## src/rtl/walk_pkg.sv

```systemverilog
// Shared command field layout, direction codes and controller state codes for the walker.
package walk_pkg;
  localparam logic [1:0] DIR_WEST  = 2'b00;
  localparam logic [1:0] DIR_NORTH = 2'b01;
  localparam logic [1:0] DIR_EAST  = 2'b10;
  localparam logic [1:0] DIR_SOUTH = 2'b11;

  localparam int CMD_W      = 5;
  localparam int CMD_MAG_LO = 0;
  localparam int CMD_MAG_HI = 1;
  localparam int CMD_DIR_LO = 2;
  localparam int CMD_DIR_HI = 3;
  localparam int CMD_HALT   = 4;

  typedef logic [1:0] state_t;
  localparam state_t IDLE = 2'd0;
  localparam state_t RUN  = 2'd1;
  localparam state_t DONE = 2'd2;

  typedef struct packed {
    logic       halt;
    logic [1:0] dir;
    logic [1:0] mag;
  } cmd_t;

  function automatic cmd_t decode_cmd(input logic [CMD_W-1:0] raw);
    cmd_t c;
    c.halt = raw[CMD_HALT];
    c.dir  = raw[CMD_DIR_HI:CMD_DIR_LO];
    c.mag  = raw[CMD_MAG_HI:CMD_MAG_LO];
    return c;
  endfunction
endpackage

```

## src/rtl/cmd_fifo.sv

```systemverilog
// Synchronous FIFO with flush; read data is the head entry (no bypass), one-cycle push-to-pop.
// Ignores push when full and pop when empty; flush and reset both empty it.
module cmd_fifo #(
  parameter int WIDTH = 5,
  parameter int DEPTH = 4
) (
  input  logic             clk,
  input  logic             rst_n,
  input  logic             flush,
  input  logic             push,
  input  logic [WIDTH-1:0] wr_data,
  input  logic             pop,
  output logic [WIDTH-1:0] rd_data,
  output logic             full,
  output logic             empty
);
  localparam int AW = $clog2(DEPTH);

  logic [WIDTH-1:0] mem [DEPTH];
  logic [AW-1:0]    wr_ptr;
  logic [AW-1:0]    rd_ptr;
  logic [AW:0]      count;
  logic             do_push;
  logic             do_pop;

  assign full    = (count == (AW+1)'(DEPTH));
  assign empty   = (count == '0);
  assign do_push = push && !full;
  assign do_pop  = pop && !empty;
  assign rd_data = mem[rd_ptr];

  always_ff @(posedge clk) begin
    if (do_push) mem[wr_ptr] <= wr_data;
  end

  // Pointers wrap naturally because DEPTH is a power of two.
  always_ff @(posedge clk) begin
    if (!rst_n || flush) begin
      wr_ptr <= '0;
      rd_ptr <= '0;
      count  <= '0;
    end else begin
      if (do_push) wr_ptr <= wr_ptr + 1'b1;
      if (do_pop)  rd_ptr <= rd_ptr + 1'b1;
      case ({do_push, do_pop})
        2'b10:   count <= count + 1'b1;
        2'b01:   count <= count - 1'b1;
        default: count <= count;
      endcase
    end
  end
endmodule

```

## src/rtl/walk_controller.sv

```systemverilog
// Walker position controller: queues move commands, applies one per clock, rejects off-grid moves.
// A command pushed at edge N takes effect at edge N+1 at the earliest; cmd_ready = RUN and FIFO not full.
module walk_controller
  import walk_pkg::*;
#(
  parameter int W     = 5,
  parameter int DEPTH = 4,
  parameter int X_MAX = 15,
  parameter int Y_MAX = 15
) (
  input  logic             clk,
  input  logic             rst_n,
  input  logic             start,
  input  logic [W-1:0]     x_init,
  input  logic [W-1:0]     y_init,
  input  logic             cmd_valid,
  input  logic [CMD_W-1:0] cmd,
  output logic             cmd_ready,
  output logic [W-1:0]     x_pos,
  output logic [W-1:0]     y_pos,
  output logic             step_valid,
  output logic             reject,
  output logic             done,
  output logic [7:0]       move_count
);
  localparam logic [W:0]   X_LIM = (W+1)'(X_MAX);
  localparam logic [W:0]   Y_LIM = (W+1)'(Y_MAX);
  localparam logic [W-1:0] X_CLAMP = W'(X_MAX);
  localparam logic [W-1:0] Y_CLAMP = W'(Y_MAX);

  state_t           state;
  logic [CMD_W-1:0] head_raw;
  cmd_t             head;
  logic             fifo_full;
  logic             fifo_empty;
  logic             push;
  logic             pop;
  logic [W:0]       mag_ext;
  logic [W-1:0]     next_x;
  logic [W-1:0]     next_y;
  logic             in_range;

  assign cmd_ready = (state == RUN) && !fifo_full;
  assign push      = cmd_valid && cmd_ready;
  assign pop       = (state == RUN) && !fifo_empty && !start;
  assign done      = (state == DONE);
  assign head      = decode_cmd(head_raw);
  assign mag_ext   = (W+1)'(head.mag);

  cmd_fifo #(.WIDTH(CMD_W), .DEPTH(DEPTH)) u_fifo (
    .clk     (clk),
    .rst_n   (rst_n),
    .flush   (start),
    .push    (push),
    .wr_data (cmd),
    .pop     (pop),
    .rd_data (head_raw),
    .full    (fifo_full),
    .empty   (fifo_empty)
  );

  // Range check is done one bit wider so adds cannot wrap before the compare.
  always_comb begin
    next_x   = x_pos;
    next_y   = y_pos;
    in_range = 1'b0;
    case (head.dir)
      DIR_WEST: begin
        in_range = {1'b0, x_pos} >= mag_ext;
        next_x   = x_pos - W'(head.mag);
      end
      DIR_EAST: begin
        in_range = ({1'b0, x_pos} + mag_ext) <= X_LIM;
        next_x   = x_pos + W'(head.mag);
      end
      DIR_NORTH: begin
        in_range = ({1'b0, y_pos} + mag_ext) <= Y_LIM;
        next_y   = y_pos + W'(head.mag);
      end
      DIR_SOUTH: begin
        in_range = {1'b0, y_pos} >= mag_ext;
        next_y   = y_pos - W'(head.mag);
      end
      default: in_range = 1'b0;
    endcase
  end

  always_ff @(posedge clk) begin
    if (!rst_n) begin
      state      <= IDLE;
      x_pos      <= '0;
      y_pos      <= '0;
      move_count <= '0;
      step_valid <= 1'b0;
      reject     <= 1'b0;
    end else begin
      step_valid <= 1'b0;
      reject     <= 1'b0;
      if (start) begin
        state      <= RUN;
        x_pos      <= (x_init > X_CLAMP) ? X_CLAMP : x_init;
        y_pos      <= (y_init > Y_CLAMP) ? Y_CLAMP : y_init;
        move_count <= '0;
      end else if (pop) begin
        if (head.halt) begin
          state <= DONE;
        end else if (in_range) begin
          x_pos      <= next_x;
          y_pos      <= next_y;
          step_valid <= 1'b1;
          if (move_count != 8'hFF) move_count <= move_count + 8'd1;
        end else begin
          reject <= 1'b1;
        end
      end
    end
  end
endmodule

```

## config.mk

```make
export PLATFORM = sky130hd
export DESIGN_NAME = walk_controller
export DESIGN_NICKNAME = d
export VERILOG_FILES = /design/src/rtl/walk_pkg.sv /design/src/rtl/cmd_fifo.sv /design/src/rtl/walk_controller.sv
export SDC_FILE = /design/constraint.sdc
export NUM_CORES = 1
export LEC_CHECK = 0
export ABC_CLOCK_PERIOD_IN_PS = 3100
export BUFFER_PORTS_ARGS = -buffer_cell sky130_fd_sc_hd__buf_4
export CORE_UTILIZATION = 50
export CTS_CLUSTER_DIAMETER = 120
export DETAILED_ROUTE_END_ITERATION = 6
export GPL_ROUTABILITY_DRIVEN = 0
export GPL_TIMING_DRIVEN = 0
export PLACE_DENSITY = 0.74
export SLEW_MARGIN = 5
export SYNTH_ARGS = -nofsm -noshare
export SYNTH_HDL_FRONTEND = slang
export SYNTH_HIERARCHICAL = 1
export SYNTH_SLANG_ARGS = --single-unit
```

## constraint.sdc

```tcl
create_clock -name clk -period 3.1 [get_ports clk]
set_input_delay 0.31 -clock clk [delete_from_list [all_inputs] [get_ports clk]]
set_output_delay 0.31 -clock clk [all_outputs]
set_load 0.05 [all_outputs]
```

After elaboration in Yosys (flattened, before gate mapping)

Memories as Yosys holds them, arrays and structs flattened. A register that Yosys moved wholly into a read port is not among the register bits.
Index checks and enable logic that the tools add are counted.

Bits in registers: 29
Bits in writable memories: 20
Memories kept: 1
Bits of input ports: 19
Word-level logic and storage cells: 90

Memory list:

| memory     | depth | width | rd ports | clocked after Yosys merged registers in | wr ports | RTL line       | text |
|---|---|---|---|---|---|---|---|
| u_fifo.mem | 4     | 5     | 1        | 1                                       | 1        | cmd_fifo.sv:19 | `logic [WIDTH-1:0] mem [DEPTH];` |

Muxes and demuxes: 23
$add $sub $neg: 11
Reductions and logical operators: 26
Equal/unequal tests: 10
Order comparisons: 6
Bitwise operators: 3

Operators by type and width:

| operator            | count |
|---|---|
| $mux 5              | 10 |
| $pmux 5 s2          | 2 |
| $add 5x2->6         | 2 |
| $le 6x4->1 const B  | 2 |
| $reduce_and 4->1    | 3 |
| $add 5x2->5         | 2 |
| $ge 5x2->1          | 2 |
| $gt 5x4->1 const B  | 2 |
| $sub 5x2->5         | 2 |
| $add 8x1->8 const B | 1 |
| $eq 2x2->1 const B  | 4 |
| $ne 8x8->1 const B  | 1 |
| $reduce_bool 2->1   | 4 |
| $mux 1              | 7 |
| $eq 2x1->1 const B  | 3 |
| $logic_and 1x1->1   | 6 |
| $pmux 3 s2          | 1 |
| $reduce_bool 3->1   | 2 |
| $add 2x1->2 const B | 2 |
| $logic_not 1->1     | 4 |
| $mux 2              | 2 |
| $pmux 1 s4          | 1 |
| $reduce_and 2->1    | 2 |
| $reduce_or 4->1     | 1 |
| other kinds (9)     | 11 |

Longest topological paths before layout

Word-level depth: 7
Gate-level depth with buffers: 13
Mapped depth without buffers: 12

Cells and area by module

The synthesis kept the hierarchy.

By module, submodules not included:

| module          | area an instance (µm²) | times used | cells each |
|---|---|---|---|
| walk_controller | 1665.3                 | 1          | 197 |
| cmd_fifo        | 1206.2                 | 1          | 80 |

Worst setup path after synthesis

OpenSTA, ideal clock, no wires.

Path type: register -> register
Start point: register with a tool-made name
End point: register x_pos[0]
Path slack: 0.022 ns
Buffers on the path: 1
Arrival: 3.001 ns
Required time: 3.023 ns
Stages on the path, launching flop included: 11
Cell sequence: dfxtp_1 > buf_2 > mux4_2 > ha_1 > fa_1 > and3_1 > or2_1 > a21oi_1 > a21oi_4 > or4_1 > a41oi_2

RTL lines:

| what                   | RTL line               | text |
|---|---|---|
| end signal: assignment | walk_controller.sv:101 | `x_pos <= (x_init > X_CLAMP) ? X_CLAMP : x_init;` |
| end signal: assignment | walk_controller.sv:108 | `x_pos <= next_x;` |
| end: declaration       | walk_controller.sv:19  | `output logic [W-1:0] x_pos,` |

==> impl_metrics.ini <==
[run_status]
status = completed

[timing]
tightest_slew_ns = 0.6237
setup_violations = 0
max-slew-margin-rel = 0.5803
period_share = 0.9974
tns_ns = 0
grt_setup_unrepaired = yes
fin_worst_skew_ns = 0.01029
min_period_ns = 3.092
setup_ws_ns = 0.008087
maxSlewViolCount = 0
hold_ws_ns = 0.1985
fmax_mhz = 323.4
hold_violations = 0

[route]
wl_mm = 6.636
detail_route.vias_per_cell = 5.785
first_pass_iters = 4
ant_nets = 0
drtIter0Drc = 171
wire_per_inst_um = 16.19
vias = 2372
drc = 0

[global_route]
grt_pass1_wl_mm = 10.65
antenna_found_initial = 0
grt_max_degree = 19
track_usage = 0.2247
globalRouteOverflowTotal = 0
grt_pass1_vias = 2263

[clocking]
cts.sinks = 51
clk_latency_ns = 0.31
htreeDepth = 2
cts.clk_slew.worst_paths_ns = 0.10
cts_made_buffers = 5
cts_root_buffer = clkbuf_8
clk_path_buf_depth = 2
cts_tree = built

[cells_and_area]
multi_input_area_um2 = 1640
layout_common_cells = buf_4 (48), dfxtp_1 (30), nor2_1 (22)
area.sequential_um2 = 1222
fillerInstances = 454
diodes = 0
fin_area_um2 = 3592
nets = 375
instances_no_fill = 410
syn_to_final_growth_pct = 25.10
mostFrequentLayoutCell = buf_4
drive_gt1_frac = 0.3166
post-route-util = 0.6524

[logic_synthesis]
yosys_warnings = 6
synthesis.area_um2 = 2872
avgSynthCellArea_um2 = 10.37
ys_seq_elements = 51
yosysUniqueCellTypes = 58
ys.flop_type = dfxtp_1
synth_edf_count = 20
synth_cells = 277
ys_seq_area_frac = 0.4253
synth_fp_nets = 315
synth-async-reset-ratio = 0

[setup_path]
arrival_ns = 3.29
criticalPathCategory = reg -> reg
cp_max_fo = 6
startpoint_type = flop
end_kind = flop
required_ns = 3.30

[power]
leakage_nw = 1.358
ir_drop_v = 0.0003536
powerDensity_nw_per_um2 = 390.1
power_mw = 1.401

[place]
io_buffers = 40
place_area_um2 = 3262
pre_cts_slack_ns = -0.2354
dpl.hpwl_mm = 4.746
dpl.cell_count = 389

[floorplanning]
die-height_um = 77.78
die_x_um = 77.78
core-area_um2 = 5507
initial_core_util = 0.5215
num_rows = 27
ioPinCount = 41
die_area_um2 = 6050

[run]
maxCapViolations = 0

[worst_hold_path]
hp-class = in -> reg
[metal layers]
metal  GRT usage  wire length (um)  vias up
met5           0                 0        -
met2      0.3673              3247       53
met4     0.08113                99        0
met1      0.3033              3061     1164
li1            -                 -     1146
met3     0.03059               227        9
[final cells by class]
cell class	count	share of cell area
Sequential cell	51	0.3403
Inverter	18	0.01881
Clock inverter	3	0.006966
Tap cell	72	0.02508
Buffer	7	0.01637
Timing Repair Buffer	52	0.1167
Clock buffer	5	0.01916
Multi-Input combinational cell	202	0.4566
[synth_stat cells (6+ instances only)]
cell type  number  area share
inv_1          18       0.024
nand2b_1        6       0.013
edfxtp_1       20        0.21
or3_1           7       0.015
dfxtp_1        31        0.22
nand3_1         6       0.010
o21ai_0        16       0.028
ha_1           14       0.061
nor2_1         22       0.029
nand2_1        18       0.024
a21oi_1        19       0.033
and2_1          7       0.015
[report_power, final]
part | total, mW | internal (mW) | switching [mW]
Clock | 0.401 | 0.165 | 0.236
Combinational | 0.271 | 0.115 | 0.156
Sequential | 0.730 | 0.710 | 0.0201
[repair_timing]
item                                   CTS  global route
pin swaps                                3            14
hold buffers                             0             0
resized for setup                        8            23
cloned                                   1             2
setup buffers                            3             7
endpoints found under the hold margin    0             0
setup endpoints to repair               15            14
[logic make-up (layout without fill, tap and decap cells)]
family,Yosys count,after routing,share of synthesized area
and+or+nand+nor,105,105,0.2139
AOI/OAI and AO/OA,67,68,0.1682
DFF,51,51,0.4253
buffers and inverters,25,85,0.04183
adders and majority gates,19,19,0.09586
muxes,6,6,0.04270
xor gates and xnor gates,4,4,0.01220
[worst max-delay path: stages (launching register included)]
cell and delay (ns):
dfxtp_2 0.33, buf_6 0.12, mux4_2 0.43, ha_4 0.16
inv_2 0.04, fa_2 0.33, nand3b_4 0.17, nor2b_4 0.14
o41a_4 0.51, a21oi_4 0.26, buf_6 0.18, nor4_1 0.06
a311o_1 0.27
[path summary, 6_finish.rpt]
| path | end | slack [ns] | startpoint | depth (start not counted) |
|---|---|---|---|---|
| max | x_pos[2] | 0.008 | flop | 12 |
| min | u_fifo/mem[0][3] | 0.20 | cmd[3] | 1 |
| max reg2reg | x_pos[2] | 0.008 | flop | 12 |
| min reg2reg | move_count[4] | 0.49 | move_count[4] | 2 |
[flip-flops by register name (all words and copies together), names as in the netlist, named ones only]
register and cells:
move_count 8, reject 1, state 2, step_valid 1
u_fifo/count 3, u_fifo/mem 20, u_fifo/rd_ptr 2, u_fifo/wr_ptr 2
x_pos 5, y_pos 5
(Power assumes the default switching activity.)
